[src/rtl/i2s_frame_codec.sv]
// -----------------------------------------------------------------------------
// i2s_frame_codec
//
// Stereo serial audio receiver with loopback retransmit.
//
// RX (posedge sck): captures up to WIDTH bits per slot, MSB first, in Philips
// I2S (mode=0) or left-justified (mode=1) framing. A word is committed to
// rx_left/rx_right when ws changes. A slot that delivered fewer than WIDTH
// bits sets the sticky short_err flag.
//
// TX (negedge sck): at the start of every slot the shifter is loaded with the
// word most recently committed for that slot's channel. swap exchanges the
// channels and mute forces zeros. The output always uses Philips timing: the
// MSB is valid at the first posedge after the one that saw the ws change.
//
// rx_valid is a one-cycle strobe with no backpressure. A consumer that needs
// the word must take rx_left/rx_right (selected by rx_chan) in the cycle
// where rx_valid is high, or in any later cycle before the next commit to
// that channel.
//
// Ports:
//   sck           bit clock
//   reset         asynchronous, active-low reset
//   ws            word select (0 = left slot, 1 = right slot)
//   sd            serial data in
//   mode          0 = Philips I2S, 1 = left-justified; sampled at ws edges
//   swap          TX sends the right word in the left slot and vice versa
//   mute          TX sends all-zero words
//   clear         synchronous clear of short_err
//   sd_out        serial data out
//   rx_left       last committed left word
//   rx_right      last committed right word
//   rx_valid      one-cycle pulse on commit
//   rx_chan       channel of the most recent commit (0 = left)
//   parity_left   XOR-reduce of rx_left
//   parity_right  XOR-reduce of rx_right
//   synced        first ws edge since reset has been seen
//   short_err     sticky: a committed slot had fewer than WIDTH bits
//
// WIDTH must stay below 2**CNT_W so that the saturated position value can
// never alias a valid bit index.
// -----------------------------------------------------------------------------
module i2s_frame_codec #(
   parameter int WIDTH = 24,
   parameter int CNT_W = 6
) (
   input  logic             sck,
   input  logic             reset,
   input  logic             ws,
   input  logic             sd,
   input  logic             mode,
   input  logic             swap,
   input  logic             mute,
   input  logic             clear,
   output logic             sd_out,
   output logic [WIDTH-1:0] rx_left,
   output logic [WIDTH-1:0] rx_right,
   output logic             rx_valid,
   output logic             rx_chan,
   output logic             parity_left,
   output logic             parity_right,
   output logic             synced,
   output logic             short_err
);

   localparam logic [CNT_W-1:0] C_WIDTH    = CNT_W'(WIDTH);
   localparam logic [CNT_W-1:0] C_WIDTH_M1 = CNT_W'(WIDTH - 1);
   localparam logic [CNT_W-1:0] C_POS_MAX  = '1;

   // RX state
   logic             r_ws_q;
   logic [CNT_W-1:0] r_pos;
   logic [WIDTH-1:0] r_word;
   logic [WIDTH-1:0] r_left;
   logic [WIDTH-1:0] r_right;
   logic             r_valid;
   logic             r_chan;
   logic             r_synced;
   logic             r_short;
   logic             r_tx_load;

   // TX state
   logic [WIDTH-1:0] r_tx;

   logic             w_edge;
   logic             w_commit;
   logic             w_short;
   logic [WIDTH-1:0] w_word_ins;
   logic [WIDTH-1:0] w_commit_word;
   logic [WIDTH-1:0] w_word_nxt;
   logic [CNT_W-1:0] w_pos_inc;
   logic [CNT_W-1:0] w_pos_nxt;
   logic [WIDTH-1:0] w_tx_load_val;

   assign w_edge   = ws ^ r_ws_q;
   assign w_commit = w_edge & r_synced;

   // Current word with the bit sampled now inserted at position r_pos.
   // Positions at or beyond WIDTH (including the saturated value) match no
   // bit index, so those bits are dropped.
   always_comb begin
      w_word_ins = r_word;
      for (int i = 0; i < WIDTH; i++) begin
         if (r_pos == CNT_W'(WIDTH - 1 - i)) begin
            w_word_ins[i] = sd;
         end
      end
   end

   assign w_pos_inc = (r_pos == C_POS_MAX) ? r_pos : r_pos + CNT_W'(1);

   // In Philips mode the bit at the edge still belongs to the old slot, so
   // the received count is r_pos + 1; in left-justified mode it is r_pos.
   assign w_commit_word = mode ? r_word : w_word_ins;
   assign w_short       = mode ? (r_pos < C_WIDTH) : (r_pos < C_WIDTH_M1);

   always_comb begin
      w_word_nxt = w_word_ins;
      w_pos_nxt  = w_pos_inc;
      if (w_edge) begin
         if (mode) begin
            // Left-justified: the edge bit is already the new word's MSB.
            w_word_nxt = {sd, {(WIDTH-1){1'b0}}};
            w_pos_nxt  = CNT_W'(1);
         end else begin
            w_word_nxt = '0;
            w_pos_nxt  = '0;
         end
      end
   end

   always_ff @(posedge sck or negedge reset) begin
      if (!reset) begin
         r_ws_q    <= 1'b0;
         r_pos     <= '0;
         r_word    <= '0;
         r_left    <= '0;
         r_right   <= '0;
         r_valid   <= 1'b0;
         r_chan    <= 1'b0;
         r_synced  <= 1'b0;
         r_short   <= 1'b0;
         r_tx_load <= 1'b0;
      end else begin
         r_ws_q    <= ws;
         r_word    <= w_word_nxt;
         r_pos     <= w_pos_nxt;
         r_valid   <= w_commit;
         r_tx_load <= w_edge;
         if (w_edge) begin
            r_synced <= 1'b1;
         end
         if (w_commit) begin
            r_chan <= r_ws_q;
            if (r_ws_q) begin
               r_right <= w_commit_word;
            end else begin
               r_left <= w_commit_word;
            end
         end
         // A short commit in the same cycle as clear keeps the flag set.
         if (w_commit && w_short) begin
            r_short <= 1'b1;
         end else if (clear) begin
            r_short <= 1'b0;
         end
      end
   end

   // r_ws_q already holds the new slot's channel by the load negedge, and
   // r_left/r_right already include any commit made at that posedge.
   always_comb begin
      w_tx_load_val = '0;
      if (!mute) begin
         if (r_ws_q) begin
            w_tx_load_val = swap ? r_left : r_right;
         end else begin
            w_tx_load_val = swap ? r_right : r_left;
         end
      end
   end

   always_ff @(negedge sck or negedge reset) begin
      if (!reset) begin
         r_tx <= '0;
      end else if (r_tx_load) begin
         r_tx <= w_tx_load_val;
      end else begin
         r_tx <= {r_tx[WIDTH-2:0], 1'b0};
      end
   end

   assign sd_out       = r_tx[WIDTH-1];
   assign rx_left      = r_left;
   assign rx_right     = r_right;
   assign rx_valid     = r_valid;
   assign rx_chan      = r_chan;
   assign parity_left  = ^r_left;
   assign parity_right = ^r_right;
   assign synced       = r_synced;
   assign short_err    = r_short;

endmodule

[config.mk]
export PLATFORM = sky130hd
export DESIGN_NAME = i2s_frame_codec
export DESIGN_NICKNAME = d
export VERILOG_FILES = /design/src/rtl/i2s_frame_codec.sv
export SDC_FILE = /design/constraint.sdc
export NUM_CORES = 1
export LEC_CHECK = 0
export ABC_AREA = 1
export CAP_MARGIN = 30
export CORE_AREA = 10 10 161 88
export DETAILED_ROUTE_END_ITERATION = 8
export DIE_AREA = 0 0 171 98
export PLACE_DENSITY = 0.77
export SLEW_MARGIN = 10
export SYNTH_ARGS = -nofsm -noshare
export SYNTH_HDL_FRONTEND = slang
export SYNTH_SLANG_ARGS = --single-unit
[constraint.sdc]
create_clock -name sck -period 1.78 [get_ports sck]
set_clock_uncertainty 0.1 [all_clocks]
set_input_delay 0.356 -clock sck [delete_from_list [all_inputs] [get_ports sck]]
set_output_delay 0.356 -clock sck [all_outputs]
set_load 0.1 [all_outputs]
==> results of run 1 <==
==> cells by family (layout without fill, tap and decap cells) <==
kind of cell / count (synthesis) / after routing / share of synthesized area (%)
AND/OR/NAND/NOR: 372 / 372 / 26.3
AO/OA/AOI/OAI: 165 / 165 / 15.3
flip-flops: 108 / 108 / 47.3
buffers and inverters: 88 / 316 / 6.72
XOR/XNOR: 23 / 23 / 3.52
adder cells (fa/ha/maj): 4 / 4 / 0.876
==> sequential cells by signal, summed over array words and instances (netlist names) <==
signal	count
r_ws_q	1
r_pos	6
short_err	1
r_tx_load	1
rx_left	24
r_tx	24
r_word	24
rx_chan	1
rx_valid	1
synced	1
rx_right	24
==> worst max path at each step <==
stage / from / depth (start not counted) / endpoint
final: rx_right[13] / 12 / parity_right
after global routing: rx_right[13] / 12 / parity_right
after CTS: rx_right[6] / 12 / parity_right
after detailed placement: swap / 6 / r_tx[1]
after global placement: swap / 6 / r_tx[1]
after floorplan: r_tx[23] / 0 / sd_out
==> per-stage QoR <==
stage | hold WS (ns) | TNS, ns | setup slack, ns | std cells
floorplan | -0.0396 | -10.79 | -0.515 | 760
detailed placement | 0.246 | -34.80 | -0.884 | 1081
finish | 0.336 | -36.50 | -0.789 | 1138
CTS | 0.309 | -13.74 | -0.597 | 1122
global route | 0.345 | -37.73 | -0.832 | 1138
global placement | 0.233 | -30.55 | -0.826 | 1081
==> routing by layer <==
metal / GRT usage [%] / vias up / wire length, um
li1: - / 2932 / -
met1: 32.7 / 3477 / 9860
met2: 40.9 / 683 / 12200
met3: 6.99 / 202 / 3680
met4: 8.04 / 0 / 1790
met5: 0 / - / 0
==> layout make-up <==
| type | count | area [um^2] |
|---|---|---|
| multi-input combinational | 564 | 3450 |
| timing repair buffer | 241 | 2830 |
| sequential | 108 | 2810 |
| fill | 546 | 1670 |
| clock buffer | 11 | 264 |
| inverter | 59 | 235 |
| tap | 150 | 188 |
| clock inverter | 5 | 50.0 |
==> worst max-delay path, delay by kind of cell (launching register included) <==
family	cells	cell delay, ns
buf+inv	2	0.28
flops	1	0.54
simple gates	10	0.91
==> power by group <==
part / leakage [nW] / switching, W / internal [W]
logic: 3.00 / 0.00335 / 0.00202
clock network: 0.153 / 0.00108 / 0.00110
registers: 1.35 / 0.000423 / 0.00274
==> layout by cell type, fill, tap and decap left out, types with 6 or more instances in the layout <==
cell,count
a21oi_1,8
a21oi_2,15
buf_12,69
buf_4,140
buf_6,21
clkbuf_16,13
dfrtn_1,24
dfrtp_1,32
dfrtp_2,35
dfrtp_4,17
inv_1,34
inv_2,19
nand2_1,196
nand2_2,51
nand3_1,37
nand3_2,8
nor2_1,19
nor2_2,9
nor2_4,30
o211ai_1,17
o21ai_0,18
o21ai_1,59
o21ai_2,39
o21ai_4,6
xnor2_1,12
xor2_1,8
==> timing repair <==
action,in CTS,in global routing
setup endpoints to repair,71,158
hold endpoints to repair,9,0
resized for setup,120,226
pin swaps,24,35
buffers inserted,22,20
cloned,3,3
hold buffers,1,0
==> results.cfg, run 1 <==
[run_status]
status = complete, but fails checks
violations = setup timing

[drt]
ant_nets = 0
via_per_inst = 6.41
drc = 0
num_vias = 7294
drt-total-wl_um = 27500
drtPass1Iterations = 6
drt-initial-drc-count = 917
wire_per_inst_um = 24.2

[place]
placed_cell_area_mm2 = 0.00821
gp_congestion = 0.902
port_buffers = 62
dp_hpwl_um = 14100

[setup_path]
rr_endpoint = r_tx[10]
rr_startpoint = r_ws_q
rrSetupSlack_ns = -0.73
cp_cell_sequence = inv_1, nand2_1, nand2_2, nand2_1, nand2_1, nand2_1, nand2_2, nand2_2, nand2_2, nand2_4, nand2_8, buf_12
cp-end-kind = primary output
critPathSlowestCell = dfrtp_4
crit_fanout = 5
cp.required_ns = 1.32
max_stage_delay_ns = 0.54
start_kind = register
crit_type = register to primary output
arrival_ns = 2.11
rr_worst_depth = 6

[sta]
rsz0062_at_grt = true
period_needed_ns = 2.57
fin_ws_ns = -0.789
hold_violations = 0
setup_viol = 104
period_share_pct = 144
worst_pin_slew_ns = 0.490
max_slew_margin_pct = 67.2
maxSlewViolCount = 0
fmax_mhz = 389

[pwr]
power-per-cell-area_mw_per_mm2 = 1090
vdd_drop_max_mv = 1.44
p_leak_nw = 4.50
power_w = 0.0107

[finish]
drive_gt1_share_pct = 51.2
fin_nets = 995
area_growth_pct = 71.9
final_design_area_no_fill_mm2 = 0.00982
n_antenna_cell = 0
final_util_pct = 85.5

[clock_network]
clock_latency_ns = 0.38
clock-sinks = 108
clkSlewWorstSetupHoldPaths_ns = 0.09
cts-htree-levels = 3
ctsLongestPathBuffers = 2
cts_buffers = 9
cts_root_buf = clkbuf_16
cts_tree = done

[logic_synthesis]
synth.area.top_cells = dfrtp_1, nand2_1, dfrtn_1
yosysWarnings = 0
synth.cell_area_mm2 = 0.00572
ys_seq_elements = 108
netlist_top_cells_count = nand2_1, o21ai_0, dfrtp_1, nor2_1, inv_1
syn_nets = 772
synth_cells = 760
avgSynthCellArea_um2 = 7.52
synth_edf_count = 0
synthDistinctLibCells = 30
ys_seq_area_share_pct = 47.3
yosysTopAreaCell = dfrtp_1
synth_top_area_share_pct = 36.8
ys.flop_type = dfrtp_1
yosysMostFrequentCell = nand2_1
async_reset_ff_share_pct = 100

[job]
drv_cap = 0

[hold_path]
hp-start = r_tx[6]
holdPathEnd = r_tx[7]
hold_path_depth = 2
hp-class = register to register

[die]
start_util_pct = 49.7
die_area_mm2 = 0.0168
core_area_mm2 = 0.0115
fp.dieH_um = 98
pin_count = 63
die_w_um = 171
rows = 28

[global_routing]
track_usage_pct = 25.5
overflow = 0
grt_pass1_wl_um = 34400
grt_pass1_vias = 6430
antenna_found_initial = 0
grt_max_degree = 52
Note: power is estimated with default switching activity, not from simulation.
==> inputs of run 2 (changes only) <==
--- a/config.mk
+++ b/config.mk
@@ -11,7 +11,6 @@
 export DETAILED_ROUTE_END_ITERATION = 8
 export DIE_AREA = 0 0 171 98
 export PLACE_DENSITY = 0.77
-export SLEW_MARGIN = 10
 export SYNTH_ARGS = -nofsm -noshare
 export SYNTH_HDL_FRONTEND = slang
 export SYNTH_SLANG_ARGS = --single-unit
==> results of run 2 <==
Same layout as run 1: the final DEF is identical, and so are final timing and power.
